`config.mk`:
```
export PLATFORM = sky130hd
export DESIGN_NAME = ej32_div_seq
export DESIGN_NICKNAME = d
export VERILOG_FILES = /design/src/rtl/ej32_pkg.sv /design/src/rtl/ej32_div_step.sv /design/src/rtl/ej32_div_seq.sv
export SDC_FILE = /design/constraint.sdc
export NUM_CORES = 1
export LEC_CHECK = 0
export CORE_MARGIN = 3
export CORE_UTILIZATION = 25
export CTS_CLUSTER_DIAMETER = 100
export DETAILED_ROUTE_END_ITERATION = 10
export PLACE_DENSITY = 0.42
export SLEW_MARGIN = 20
export SYNTH_ARGS = -nofsm -noshare
export SYNTH_HDL_FRONTEND = slang
export SYNTH_SLANG_ARGS = --single-unit
```
`constraint.sdc`:
```
create_clock -name clk -period 10.79 [get_ports clk]
set_clock_uncertainty 0.05 [all_clocks]
set_input_delay 2.6975 -clock clk [delete_from_list [all_inputs] [get_ports clk]]
set_output_delay 2.6975 -clock clk [all_outputs]
set_load 0.1 [all_outputs]
```
`src/rtl/ej32_pkg.sv`:
```
// ej32 shared definitions used by the divide sequencer.
//   div_state_t : divider FSM states
//   div_op_t    : which result the divider returns (quotient or remainder)
//   div_cnt_w   : width of an iteration counter that must count 0..steps-1
package ej32_pkg;

  localparam int DSZ_DEF   = 32;
  localparam int BPC_DEF   = 1;
  localparam int DIV_STEPS = DSZ_DEF / BPC_DEF;

  typedef enum logic [1:0] {dIDLE, dCALC, dFIX, dDONE} div_state_t;
  typedef enum logic {DIV_Q, DIV_R} div_op_t;

  function automatic int div_cnt_w(input int steps);
    return (steps > 1) ? $clog2(steps) : 1;
  endfunction

endpackage

```
`src/rtl/ej32_div_step.sv`:
```
// One restoring-division step, purely combinational.
//   rem_i/rem_o : partial remainder in/out (DSZ+1 bits)
//   quo_i/quo_o : shift register; dividend bits leave at the MSB while
//                 quotient bits enter at the LSB
//   dsr_i       : divisor magnitude
module ej32_div_step #(
  parameter int DSZ = 32
) (
  input  logic [DSZ:0]   rem_i,
  input  logic [DSZ-1:0] quo_i,
  input  logic [DSZ-1:0] dsr_i,
  output logic [DSZ:0]   rem_o,
  output logic [DSZ-1:0] quo_o
);

  logic [DSZ+1:0] shl;
  logic [DSZ+1:0] dif;
  logic           borrow;

  always_comb begin
    shl = {rem_i, quo_i[DSZ-1]};
    // One extra bit on top of the remainder width: its sign is the borrow,
    // so the trial subtract doubles as the compare.
    dif    = shl - {2'b00, dsr_i};
    borrow = dif[DSZ+1];
    if (borrow) begin
      rem_o = shl[DSZ:0];
      quo_o = {quo_i[DSZ-2:0], 1'b0};
    end else begin
      rem_o = dif[DSZ:0];
      quo_o = {quo_i[DSZ-2:0], 1'b1};
    end
  end

endmodule

```
`src/rtl/ej32_div_seq.sv`:
```
// Multi-cycle signed divider for idiv/irem with Java semantics.
// Operands are captured on an accepted start, divided as unsigned magnitudes
// (BPC quotient bits per CALC cycle), then sign-corrected in FIX.
//   clk, rst  : clock, synchronous active-high reset
//   start     : request, honoured only in IDLE or DONE
//   op        : 0 = quotient, 1 = remainder
//   dividend  : NOS, two's complement
//   divisor   : TOS, two's complement
//   div_bsy   : high while CALC/FIX run (stack pop must stall)
//   done      : high for the single DONE cycle
//   result    : quotient or remainder, held until the next commit
//   dz        : divide-by-zero flag, same timing as result
module ej32_div_seq
  import ej32_pkg::*;
#(
  parameter int DSZ = 32,
  parameter int BPC = 1
) (
  input  logic                  clk,
  input  logic                  rst,
  input  logic                  start,
  input  logic                  op,
  input  logic signed [DSZ-1:0] dividend,
  input  logic signed [DSZ-1:0] divisor,
  output logic                  div_bsy,
  output logic                  done,
  output logic [DSZ-1:0]        result,
  output logic                  dz
);

  localparam int STEPS = DSZ / BPC;
  localparam int CW    = div_cnt_w(STEPS);

  div_state_t     state_q, state_d;
  logic           bsy_q, done_q, dz_q;
  logic [DSZ-1:0] res_q;
  logic [DSZ:0]   rem_q;
  logic [DSZ-1:0] quo_q;
  logic [DSZ-1:0] dsr_q;
  logic           sq_q, sr_q;
  div_op_t        op_q;
  logic [CW-1:0]  cnt_q;

  logic           acc;
  logic           dsr_zero;
  logic [DSZ:0]   rem_c [0:BPC];
  logic [DSZ-1:0] quo_c [0:BPC];

  // Two's complement negate when n is set; wraps modulo 2^DSZ, which is
  // exactly what makes MIN/-1 = MIN and MIN rem -1 = 0.
  function automatic logic [DSZ-1:0] cneg(input logic [DSZ-1:0] v, input logic n);
    return n ? (~v + 1'b1) : v;
  endfunction

  // Unsigned magnitude; |MIN| = 2^(DSZ-1) still fits in DSZ unsigned bits.
  function automatic logic [DSZ-1:0] mag(input logic signed [DSZ-1:0] x);
    logic [DSZ-1:0] u;
    u = x;
    return cneg(u, x[DSZ-1]);
  endfunction

  assign acc      = start && ((state_q == dIDLE) || (state_q == dDONE));
  assign dsr_zero = (divisor == '0);

  always_comb begin
    state_d = state_q;
    unique case (state_q)
      dIDLE: begin
        if (start) state_d = dsr_zero ? dDONE : dCALC;
      end
      dCALC: begin
        if (cnt_q == CW'(STEPS - 1)) state_d = dFIX;
      end
      dFIX: state_d = dDONE;
      dDONE: begin
        if (start) state_d = dsr_zero ? dDONE : dCALC;
        else       state_d = dIDLE;
      end
    endcase
  end

  assign rem_c[0] = rem_q;
  assign quo_c[0] = quo_q;

  for (genvar g = 0; g < BPC; g++) begin : g_step
    ej32_div_step #(.DSZ(DSZ)) u_step (
      .rem_i (rem_c[g]),
      .quo_i (quo_c[g]),
      .dsr_i (dsr_q),
      .rem_o (rem_c[g+1]),
      .quo_o (quo_c[g+1])
    );
  end

  always_ff @(posedge clk) begin
    if (rst) begin
      state_q <= dIDLE;
      bsy_q   <= 1'b0;
      done_q  <= 1'b0;
      res_q   <= '0;
      dz_q    <= 1'b0;
      rem_q   <= '0;
      quo_q   <= '0;
      dsr_q   <= '0;
      sq_q    <= 1'b0;
      sr_q    <= 1'b0;
      op_q    <= DIV_Q;
      cnt_q   <= '0;
    end else begin
      state_q <= state_d;
      // Outputs follow the next state so they line up with state_q.
      bsy_q   <= (state_d == dCALC) || (state_d == dFIX);
      done_q  <= (state_d == dDONE);
      if (acc) begin
        quo_q <= mag(dividend);
        dsr_q <= mag(divisor);
        rem_q <= '0;
        cnt_q <= '0;
        sq_q  <= dividend[DSZ-1] ^ divisor[DSZ-1];
        sr_q  <= dividend[DSZ-1];
        op_q  <= div_op_t'(op);
        if (dsr_zero) begin
          res_q <= '0;
          dz_q  <= 1'b1;
        end
      end else if (state_q == dCALC) begin
        rem_q <= rem_c[BPC];
        quo_q <= quo_c[BPC];
        cnt_q <= cnt_q + CW'(1);
      end else if (state_q == dFIX) begin
        // After the last step quo_q holds Q and rem_q holds R.
        res_q <= (op_q == DIV_R) ? cneg(rem_q[DSZ-1:0], sr_q) : cneg(quo_q, sq_q);
        dz_q  <= 1'b0;
      end
    end
  end

  assign div_bsy = bsy_q;
  assign done    = done_q;
  assign result  = res_q;
  assign dz      = dz_q;

endmodule
```
## After elaboration in Yosys (flattened, before gate mapping)

Index checks and enable logic that the tools add are counted.

| word-level totals | value |
|---|---|
| bits in registers | 142 |
| input bits | 68 |
| word-level logic and storage cells | 63 |

| operators by class | value |
|---|---|
| add/subtract/negate cells | 6 |
| equal/unequal tests | 9 |
| multiplexer cells | 22 |
| bitwise logic cells | 5 |
| reductions and logical operators | 9 |

Operators with widths:

| operator | number |
|---|---|
| $mux 32 | 11 |
| $add 32x1->32 const B | 4 |
| $not 32->32 | 4 |
| $sub 34x32->34 | 1 |
| $mux 33 | 1 |
| $logic_not 32->1 | 1 |
| $eq 2x2->1 const B | 4 |
| $mux 2 | 4 |
| $pmux 2 s4 | 1 |
| $add 5x1->5 const B | 1 |
| $eq 5x5->1 const B | 1 |
| $mux 1 | 5 |
| $eq 2x1->1 const B | 2 |
| $reduce_bool 2->1 | 2 |
| $reduce_and 3->1 | 1 |
| $logic_not 2->1 | 1 |
| $logic_or 1x1->1 | 2 |
| $ne 2x1->1 const B | 1 |
| $ne 2x2->1 const B | 1 |
| $reduce_or 2->1 | 1 |
| $logic_and 1x1->1 | 1 |
| $xor 1x1->1 | 1 |

## Depth between registers and ports, before layout

| depth | value |
|---|---|
| depth in word-level cells | 7 |
| depth in mapped cells | 13 |

## Modules after synthesis

From an unflattened synthesis, not the netlist that was laid out.

| unflattened totals | value |
|---|---|
| cells, all modules | 1,311 |
| area total of the unflattened synthesis | 10,623.9 sq um |

Modules (own cells, without submodules):

| module | times used | cells each | area each (sq um) | sequential area each (sq um) |
|---|---|---|---|---|
| ej32_div_seq | 1 | 952 | 8,220.4 | 2,842.7 |
| ej32_div_step | 1 | 359 | 2,403.6 | 0.0 |

## Worst setup path after synthesis

Ideal clock, no wire load.

| path | value |
|---|---|
| kind | input port to flip-flop |
| start | input divisor[6] |
| end | register bsy_q (netlist: div_bsy) |
| arrival | 5.157 ns |
| slack | 5.469 ns |
| cell stages on the path | 9 |
| path buffers | 0 |
| path through | or4_4 or3_4 or4_4 or3_4 nor3_1 o211ai_1 nand2_1 ha_1 nor2b_1 |

| between the ends | value |
|---|---|
| cells in the longest elaborated chain, start to end | 6 |
| elaborated cells between the ends (all ways) | 8 |
| classes of those cells | eq/ne (2); mux (4); reduce/logical (2) |

RTL lines:

| item | RTL line | text |
|---|---|---|
| start, declared | ej32_div_seq.sv:24 | `input logic signed [DSZ-1:0] divisor,` |
| $logic_not 32->1 * | ej32_div_seq.sv:63 | `assign dsr_zero = (divisor == '0);` |
| $mux 2 * | ej32_div_seq.sv:69, ej32_div_seq.sv:76 |  |
| $mux 2, on equally long branches | ej32_div_seq.sv:76, ej32_div_seq.sv:69 |  |
| $pmux 2 s4 * | ej32_div_seq.sv:67 | `unique case (state_q)` |
| net state_d[1] | ej32_div_seq.sv:34 | `div_state_t state_q, state_d;` |
| $eq 2x1->1 / $eq 2x2->1 (equally long branches) | ej32_div_seq.sv:112 | `bsy_q <= (state_d == dCALC) \|\| (state_d == dFIX);` |
| $logic_or 1x1->1 * | ej32_div_seq.sv:112 |  |
| end signal, assigned | ej32_div_seq.sv:112 |  |
| end, declared | ej32_div_seq.sv:35 | `logic bsy_q, done_q, dz_q;` |

Mark *: on every way through the listed nets, which the timed path passes. The rest lies on a longest branch.
A chain may end at the register's enable or synchronous reset.

## Worst setup path in the final report

Ends and elaborated chain as after synthesis.

==> results.cfg <==
[critical_path]
endpoint_kind = register
cp.required_ns = 11.03
path_max_fanout = 5
path_class = primary input to register
crit_buf_inv = 1
start_kind = primary input
crit_family = simple AND/OR/NAND/NOR gates
slowest_stage = or4_4
arrival_ns = 5.91
slowest_delay_ns = 0.58
path_cells = clkdlybuf4s50_1 -> or4_4 -> or3_4 -> or4_4 -> or3_4 -> nor3_1 -> o211ai_1 -> nand2_1 -> ha_1 -> nor2b_1

[timing]
rsz0062_at_grt = false
hold_violations = 0
hold-worst-slack_ns = 0.404
setup_violations = 0
maxSlewViolCount = 0
setup_tns_ns = 0
period_needed_ns = 5.68
worst-slew-pin-transition_ns = 1.02
setup_ws_ns = 5.11
max_slew_margin = 0.305
max_freq_mhz = 176
fin_crit_sh = 0.526

[routing]
ant_nets = 0
drt_wl_total_um = 32200
via_count = 9345
drt_iter0_drc = 541
routedWlPerCell_um = 17.3
drc = 0
first_pass_iters = 6
via_per_inst = 5.02

[clock_network]
clockRootBuffer = clkbuf_16
clock_path_buffers = 2
cts.sinks = 142
cts_resized = 0
clkLatencyLatePin_ns = 0.43
post-cts-setup-buffer-count = 0
tritoncts = done
cts.clk_slew.worst_paths_ns = 0.06
cts.htree.levels = 4
cts_hold_buffers = 0
cts_made_buffers = 17

[synthesis]
seq_area_frac_synth = 0.278
yosys_warnings = 0
async_reset_ff_frac = 0
synth_top_cell_by_area = dfxtp_1
ys_types = 72
synthMuxAreaShare = 0.0629
syn_area_sq_um = 10200
synth-simple-area-share = 0.162
synthAdderAreaFrac = 0.0546
synth_compound_area_frac = 0.264
synth_flop_cell = dfxtp_1
synth-xor-area-share = 0.123
syn-mean-instance-area_sq_um = 8.06
synthesis.instances = 1269
synth_edf_count = 0
synth_top_family_by_area = compound AO/OA/AOI/OAI gates
synth_top_area_share = 0.278
ys_seq_elements = 142
synthesis.nets = 1381
synth.area.top_cells = dfxtp_1 28%, xor2_1 8.1%, mux2i_1 6.1%, ha_1 5.3%, o21ai_0 5.0%
yosys.cell_count.top_type = dfxtp_1
netlist_top_cells_count = 142 x dfxtp_1, 104 x nand2_1, 102 x o21ai_0

[floorplan]
rows = 73
dieArea_sq_um = 43400
core-area_sq_um = 40100
die_w_um = 208
start_util = 0.255
io_pins = 103
die_y_um = 208

[grt]
grt_max_degree = 65
antenna_found_initial = 0
globalRouteTotalUtil = 0.146
overflow = 0
grt_pass1_wl_um = 51200
grt_pass1_vias = 9163

[cells_and_area]
nFillCells = 4256
seqCellArea_sq_um = 2840
multi_input_area_sq_um = 6850
drive_above_1_share = 0.0577
final_nets = 1433
fin_area_sq_um = 12300
area_delta_synth_final_pct = 20.0

[placement]
portBuffers = 102
place_congestion = 0.838
dpl_cell_area_sq_um = 11700
post-place-ws_ns = 4.68
dp_hpwl_um = 24600

[hold_path]
hold_class = register to register

[pwr]
peakVddDrop_mv = 0.110
p_leak_nw = 4.64
power.density_nw_per_um2 = 143

[job]
maxCapViolations = 0

[status]
status = finished clean
-- layer usage --
metal / global-route usage / part of all wire
met1: 0.203 / 0.50
met2: 0.238 / 0.46
met3: 0.0190 / 0.026
met5: 0 / 0
met4: 0.0356 / 0.016
-- final timing paths --
check	from	to	slack, ns	depth (start not counted)
min	dsr_q[21]	dsr_q[21]	0.40	2
max reg2reg	rem_q[6]	rem_q[32]	6.82	9
max	divisor[6]	div_bsy	5.11	10
min reg2reg	dsr_q[21]	dsr_q[21]	0.40	2
-- report_power, final --
part	total, mW	internal [mW]	switching, mW	leakage (nW)
clock	0.622	0.383	0.239	0.294
combinational	0.524	0.215	0.309	3.19
sequential	0.603	0.556	0.0473	1.16
-- through the flow --
| step | instances | utilization | power, mW |
|---|---|---|---|
| 6_report | 1860 | 0.306 | 1.75 |
| 4_1_cts | 1859 | 0.306 | 1.77 |
| 2_1_floorplan | 1269 | - | 0.984 |
| 3_3_place_gp | 1827 | 0.291 | 1.14 |
| 5_1_grt | 1859 | 0.306 | 1.86 |
| 3_5_place_dp | 1827 | 0.291 | 1.14 |
-- cells in the final DEF, fill, tap and decap left out, types with 4 or more instances in the layout --
cell type          n
dfxtp_1          141
nand2_1          104
o21ai_0          102
clkdlybuf4s50_1  101
xor2_1            95
nor2_1            93
a21oi_1           74
mux2i_1           62
inv_1             56
a211oi_1          52
xnor2_1           49
ha_1              42
o31ai_1           32
o22ai_1           25
nor3_1            18
or3_1             17
o41ai_1           17
clkbuf_16         17
a21o_1            16
or4_1             14
nor4_1            11
nand3_1           11
a22o_1            11
buf_4             11
o21a_1             9
a31oi_1            8
o211ai_1           8
nand4_1            8
nand2b_1           7
o221ai_1           7
or2_2              6
nor2b_1            6
a41oi_1            6
or3_4              5
a22oi_1            4
nor3b_1            4
-- kinds of logic (layout without fill, tap and decap cells) --
logic type               Yosys count  count (layout)
XOR/XNOR                         144             144
flip-flops                       142             142
other                              0               1
adder cells (fa/ha/maj)           44              44
AND/OR/NAND/NOR                  332             332
AO/OA/AOI/OAI                    407             407
multiplexers                      64              64
buffers and inverters            136             201
-- area by class of cell --
| class | count | area share |
|---|---|---|
| flip-flops and latches | 142 | 0.232 |
| well taps | 525 | 0.0535 |
| multi-input cells | 991 | 0.558 |
| clock inverters | 9 | 0.0108 |
| diodes | 1 | 0.000204 |
| inverters | 56 | 0.0171 |
| repair buffers | 113 | 0.0895 |
| clock buffers | 23 | 0.0389 |
-- state kept, by name (all words and copies together) (netlist names) --
signal,count
op_q,1
quo_q,32
cnt_q,5
state_q,2
result,32
sq_q,1
div_bsy,1
dsr_q,32
dz,1
rem_q,33
done,1
sr_q,1
-- worst min-delay path: cells and delay by family, from the launching register on --
kind / cells / cell delay, ns
flip-flops: 1 / 0.31
AO/OA/AOI/OAI: 1 / 0.05
AND/OR/NAND/NOR: 1 / 0.05
(Power assumes the default switching activity.)
